**src/rtl/alu_control_sequencer.sv**
```systemverilog
// alu_control_sequencer
//
// Hard-wired control unit for the single-bus datapath. It steps through
// fetch (T0-T2), operand staging (T3), ALU execute (T4) and write-back (T5)
// for register-register ALU instructions. At each step it drives the bus
// gates, register load enables, the memory read line and the one-hot ALU
// operation select that the datapath consumes.
//
// Ports
//   Clock       in   system clock, rising edge
//   Clear       in   synchronous active-high reset, wins over every state
//   IR[31:0]    in   instruction register. opcode [31:27], Ra (dest) [26:23],
//                    Rb [22:19], Rc [18:15]. Only looked at in T3..T5.
//   Mem_ready   in   memory read data valid, sampled in T1 only
//   Stop        in   halt request, sampled in T5 only
//   PCout, Zlowout, MDRout              out  bus-gate strobes
//   MARin, PCin, MDRin, IRin, Yin, Zin  out  register load enables
//   IncPC       out  ALU computes bus+1
//   Read        out  memory read / MDR source select
//   Rout[NREGS-1:0]  out  one-hot general-register bus gate (T3, T4)
//   Rin[NREGS-1:0]   out  one-hot general-register load enable (T5)
//   ADD, SUB, AND, OR, SHL, SHR, ROL, ROR  out  one-hot ALU select (T4)
//   Run         out  high in T0..T5, low in RESET and HALT
//
// All outputs are a combinational Moore decode of the state register. In
// T3..T5 the decode also uses the IR register fields. Any output that a
// state does not name is 0.

module alu_control_sequencer #(
    parameter int NREGS = 16
) (
    input  logic             Clock,
    input  logic             Clear,
    input  logic [31:0]      IR,
    input  logic             Mem_ready,
    input  logic             Stop,
    output logic             PCout,
    output logic             Zlowout,
    output logic             MDRout,
    output logic             MARin,
    output logic             PCin,
    output logic             MDRin,
    output logic             IRin,
    output logic             Yin,
    output logic             Zin,
    output logic             IncPC,
    output logic             Read,
    output logic [NREGS-1:0] Rout,
    output logic [NREGS-1:0] Rin,
    output logic             ADD,
    output logic             SUB,
    output logic             AND,
    output logic             OR,
    output logic             SHL,
    output logic             SHR,
    output logic             ROL,
    output logic             ROR,
    output logic             Run
);

    typedef enum logic [2:0] {
        S_RESET = 3'd0,
        S_T0    = 3'd1,
        S_T1    = 3'd2,
        S_T2    = 3'd3,
        S_T3    = 3'd4,
        S_T4    = 3'd5,
        S_T5    = 3'd6,
        S_HALT  = 3'd7
    } state_t;

    state_t state;

    logic [4:0] opcode;
    logic [3:0] ir_ra;
    logic [3:0] ir_rb;
    logic [3:0] ir_rc;
    logic       legal_op;
    logic       unused_ir_bits;

    assign opcode = IR[31:27];
    assign ir_ra  = IR[26:23];
    assign ir_rb  = IR[22:19];
    assign ir_rc  = IR[18:15];

    // The eight ALU opcodes occupy 00000..00111. Anything else halts the block.
    assign legal_op = (opcode[4:3] == 2'b00);

    // The low IR bits belong to other instruction formats. This block ignores them.
    assign unused_ir_bits = ^IR[14:0];

    // Memory handshake: Read/MDRin are held in T1 until the memory raises
    // Mem_ready. The cycle where Mem_ready=1 is seen in T1 is the one that
    // captures the data. T2 (IRin) follows on the next clock. The memory may
    // drop Mem_ready at any time outside T1.
    always_ff @(posedge Clock) begin
        if (Clear) begin
            state <= S_RESET;
        end else begin
            case (state)
                S_RESET: state <= S_T0;
                S_T0:    state <= S_T1;
                S_T1:    state <= Mem_ready ? S_T2 : S_T1;
                S_T2:    state <= S_T3;
                S_T3:    state <= legal_op ? S_T4 : S_HALT;
                S_T4:    state <= S_T5;
                S_T5:    state <= Stop ? S_HALT : S_T0;
                S_HALT:  state <= S_HALT;
                default: state <= S_RESET;
            endcase
        end
    end

    always_comb begin
        PCout   = 1'b0;
        Zlowout = 1'b0;
        MDRout  = 1'b0;
        MARin   = 1'b0;
        PCin    = 1'b0;
        MDRin   = 1'b0;
        IRin    = 1'b0;
        Yin     = 1'b0;
        Zin     = 1'b0;
        IncPC   = 1'b0;
        Read    = 1'b0;
        Rout    = '0;
        Rin     = '0;
        ADD     = 1'b0;
        SUB     = 1'b0;
        AND     = 1'b0;
        OR      = 1'b0;
        SHL     = 1'b0;
        SHR     = 1'b0;
        ROL     = 1'b0;
        ROR     = 1'b0;
        Run     = 1'b0;

        case (state)
            S_T0: begin
                Run   = 1'b1;
                PCout = 1'b1;
                MARin = 1'b1;
                IncPC = 1'b1;
                Zin   = 1'b1;
            end
            S_T1: begin
                // Reloading PC from an unchanged Z while waiting is harmless.
                Run     = 1'b1;
                Zlowout = 1'b1;
                PCin    = 1'b1;
                Read    = 1'b1;
                MDRin   = 1'b1;
            end
            S_T2: begin
                Run    = 1'b1;
                MDRout = 1'b1;
                IRin   = 1'b1;
            end
            S_T3: begin
                Run = 1'b1;
                if (legal_op) begin
                    Rout[ir_rb] = 1'b1;
                    Yin         = 1'b1;
                end
            end
            S_T4: begin
                Run         = 1'b1;
                Rout[ir_rc] = 1'b1;
                Zin         = 1'b1;
                case (opcode)
                    5'b00000: ADD = 1'b1;
                    5'b00001: SUB = 1'b1;
                    5'b00010: AND = 1'b1;
                    5'b00011: ROL = 1'b1;
                    5'b00100: ROR = 1'b1;
                    5'b00101: OR  = 1'b1;
                    5'b00110: SHL = 1'b1;
                    5'b00111: SHR = 1'b1;
                    default:  ;
                endcase
            end
            S_T5: begin
                Run         = 1'b1;
                Zlowout     = 1'b1;
                Rin[ir_ra]  = 1'b1;
            end
            default: ;
        endcase
    end

endmodule
```
**config.mk**
```make
export PLATFORM = sky130hd
export DESIGN_NAME = alu_control_sequencer
export DESIGN_NICKNAME = d
export VERILOG_FILES = /design/src/rtl/alu_control_sequencer.sv
export SDC_FILE = /design/constraint.sdc
export NUM_CORES = 1
export LEC_CHECK = 0
export CAP_MARGIN = 20
export CELL_PAD_IN_SITES_DETAIL_PLACEMENT = 2
export CELL_PAD_IN_SITES_GLOBAL_PLACEMENT = 2
export CORE_MARGIN = 2
export CORE_UTILIZATION = 11
export CTS_BUF_LIST = sky130_fd_sc_hd__clkbuf_4 sky130_fd_sc_hd__clkbuf_8
export DETAILED_ROUTE_END_ITERATION = 7
export PLACE_DENSITY = 0.83
export SLEW_MARGIN = 20
export SYNTH_ARGS = -nofsm -noshare
export SYNTH_HDL_FRONTEND = slang
export SYNTH_SLANG_ARGS = --single-unit
```
**constraint.sdc**
```tcl
create_clock -name Clock -period 4 [get_ports Clock]
set_input_delay 0.8 -clock Clock [delete_from_list [all_inputs] [get_ports Clock]]
set_output_delay 0.8 -clock Clock [all_outputs]
set_load 0.05 [all_outputs]
```
==> flow_summary_export.csv <==
group,metric,value,unit
run_status,outcome,"complete, no violations",
worst_setup_path,path_max_fanout,4,
worst_hold_path,hp-class,"flop to flop",
clock_tree,clk_latency,0.22,ns
synthesis,syn_inst,110,
clock_tree,clk_path_buf_depth,2,
synthesis,netlist_area,678.2,um^2
sta,fin_setup_tns,0,ns
placed_design,io_buffers,72,
placed_design,placed_area,1400,um^2
layout,syn2layout_area_growth,113.7,%
floorplan,initial_core_util,11.39,%
routing,drt_pre_antenna_iters,4,
routing,dr_total_vias,1102,
clock_tree,clk_pin_slew,0.03,ns
placed_design,globalplace.congestion,0.7773,
placed_design,dpl.cell_count,251,
routing,first_iter_violations,30,
layout,fin_area,1449,um^2
layout,final_layout_size_suffix_gt1_share,17.78,%
floorplan,die_x,82.52,um
synthesis,ys_async_sr_fraction,0,%
global_routing,grt_max_degree,14,
sta,hold_ws,0.6463,ns
clock_tree,h-tree-depth,1,
synthesis,yosysWarnings,0,
clock_tree,numCtsBuffers,3,
sta,grt_setup_unrepaired,"false",
global_routing,grt_pass1_wl,5444,um
global_routing,grt_pass1_vias,1077,
synthesis,seq_area_frac_synth,8.856,%
routing,viasPerCell,4.322,
placed_design,dp_hpwl,2902,um
synthesis,synth_area_per_cell,6.165,um^2
sta,hold_violations,0,
worst_setup_path,crit_path_start_kind,"primary input",
job,drv_cap,0,
sta,tightest_slew,0.5203,ns
placed_design,place_ws,0.5768,ns
sta,setup_violations,0,
sta,finalCritPeriodShare,84.95,%
sta,skew,0.002364,ns
power,ir_drop,0.06718,mV
floorplan,num_rows,28,
layout,largest_register_ffs,3,
floorplan,die_h,82.52,um
worst_setup_path,crit_type,"primary input to output pin",
synthesis,synth-edff-count,0,
global_routing,antenna_found_initial,0,
layout,num_antenna_cells,0,
sta,relSlewSlack,65.20,%
routing,post-route-drc-count,0,
floorplan,io_pins,88,
floorplan,dieArea,6809,um^2
sta,slew_violations,0,
layout,nets,217,
clock_tree,cts_hold_buf,0,
clock_tree,cts_tree,"built",
power,power_density,197.5,nW/um^2
layout,top_regs,"state (3)",
layout,n_fill_cell,726,
power,total_power,0.2862,mW
worst_setup_path,arrival,2.60,ns
layout,top_register,"state",
synthesis,yosys_register_bits,3,
routing,wire_per_inst,13.66,um
synthesis,syn-num-nets,146,
synthesis,synth_ff_type,"dfxtp_1",
synthesis,ys_types,28,
clock_tree,cts_resized,0,
sta,max_freq,294.3,MHz
power,p_leak,0.4914,nW
sta,min_period,3.398,ns
layout,instances_no_fill,255,
worst_setup_path,end_kind,"output pin",
global_routing,overflow,0,
worst_setup_path,crit_required,3.20,ns
routing,route.final.wire_length,3483,um
clock_tree,post_cts_buffers,0,
routing,ant_nets,0,
sta,fin_ws,0.6019,ns
layout,final_util,24.33,%
clock_tree,ctsRootBufferMaster,"clkbuf_8",
floorplan,core,5956,um^2
global_routing,grt_use_total,10.23,%
clock_tree,numClockSinks,3,
worst paths after layout:
check	start	endpoint	slack [ns]	cells past startpoint
worst max-delay path	IR[30]	OR	0.60	5
worst min-delay path	state[1]	state[0]	0.65	2
worst max register to register	state[0]	state[1]	2.87	2
worst min register to register	state[1]	state[0]	0.65	2
cells in the final DEF, fill, tap and decap left out, types with 2 or more instances in the layout:
| master | netlist | routed |
|---|---|---|
| o22ai_1 | 12 | 12 |
| o32ai_1 | 4 | 4 |
| dfxtp_1 | 3 | 3 |
| nand2b_1 | 7 | 7 |
| nand2_1 | 7 | 7 |
| nor2_1 | 23 | 23 |
| nand4b_1 | 4 | 4 |
| clkdlybuf4s50_1 | 0 | 49 |
| buf_4 | 5 | 25 |
| nand3b_1 | 5 | 5 |
| nor2b_1 | 3 | 3 |
| nor3_1 | 7 | 7 |
| nand4_1 | 3 | 3 |
| clkbuf_8 | 0 | 3 |
| nand3_1 | 7 | 7 |
| o21ai_0 | 3 | 3 |
| inv_1 | 3 | 3 |
| a21oi_1 | 2 | 2 |
critical path, stage by stage:
cell             delay [ns]
clkdlybuf4s50_1        0.45
nor3b_2                0.22
nand3_1                0.18
nor2_1                 0.14
clkdlybuf4s50_1        0.80
cells by family (layout without fill, tap and decap cells):
logic type / count (synthesis) / after routing / synth area share, %
AO/OA/AOI/OAI: 23 / 23 / 22.32
buffers and inverters: 11 / 81 / 9.039
flip-flops: 3 / 3 / 8.856
multiplexers: 1 / 1 / 1.476
AND/OR/NAND/NOR: 72 / 72 / 58.30
cell usage after synthesis, types with 2 or more instances:
| master | count | area, um^2 |
|---|---|---|
| nor2b_1 | 3 | 18.77 |
| o32ai_1 | 4 | 35.03 |
| nor2_1 | 23 | 86.33 |
| buf_4 | 5 | 37.54 |
| o21ai_0 | 3 | 15.01 |
| nor3_1 | 7 | 35.03 |
| dfxtp_1 | 3 | 60.06 |
| o22ai_1 | 12 | 75.07 |
| inv_1 | 3 | 11.26 |
| nand3_1 | 7 | 35.03 |
| nand4b_1 | 4 | 35.03 |
| nand2b_1 | 7 | 43.79 |
| a21oi_1 | 2 | 10.01 |
| nand3b_1 | 5 | 37.54 |
| nand4_1 | 3 | 18.77 |
| nand2_1 | 7 | 26.28 |
power breakdown:
group	switching, mW	total, mW	internal (mW)	leakage (nW)
Sequential	0.00831	0.0417	0.0334	0.0248
Combinational	0.0916	0.148	0.0561	0.440
Clock	0.0220	0.0969	0.0749	0.0262
layer usage:
layer | track usage (%) | vias up | wire length (um)
met1 | 12.23 | 504 | 1508
li1 | - | 544 | -
met3 | 3.478 | 5 | 331
met2 | 17.58 | 49 | 1615
met4 | 2.459 | 0 | 27
met5 | 0 | - | 0
layout make-up:
cell class,count,area [um^2],area share (%)
clock buffers,4,48.80,3.368
multi-input cells,96,556.8,38.43
well taps,75,93.84,6.477
flip-flops and latches,3,60.06,4.145
inverters,3,11.26,0.7772
repair buffers,74,678.2,46.80
No activity file was read; power rests on OpenSTA's default activity.
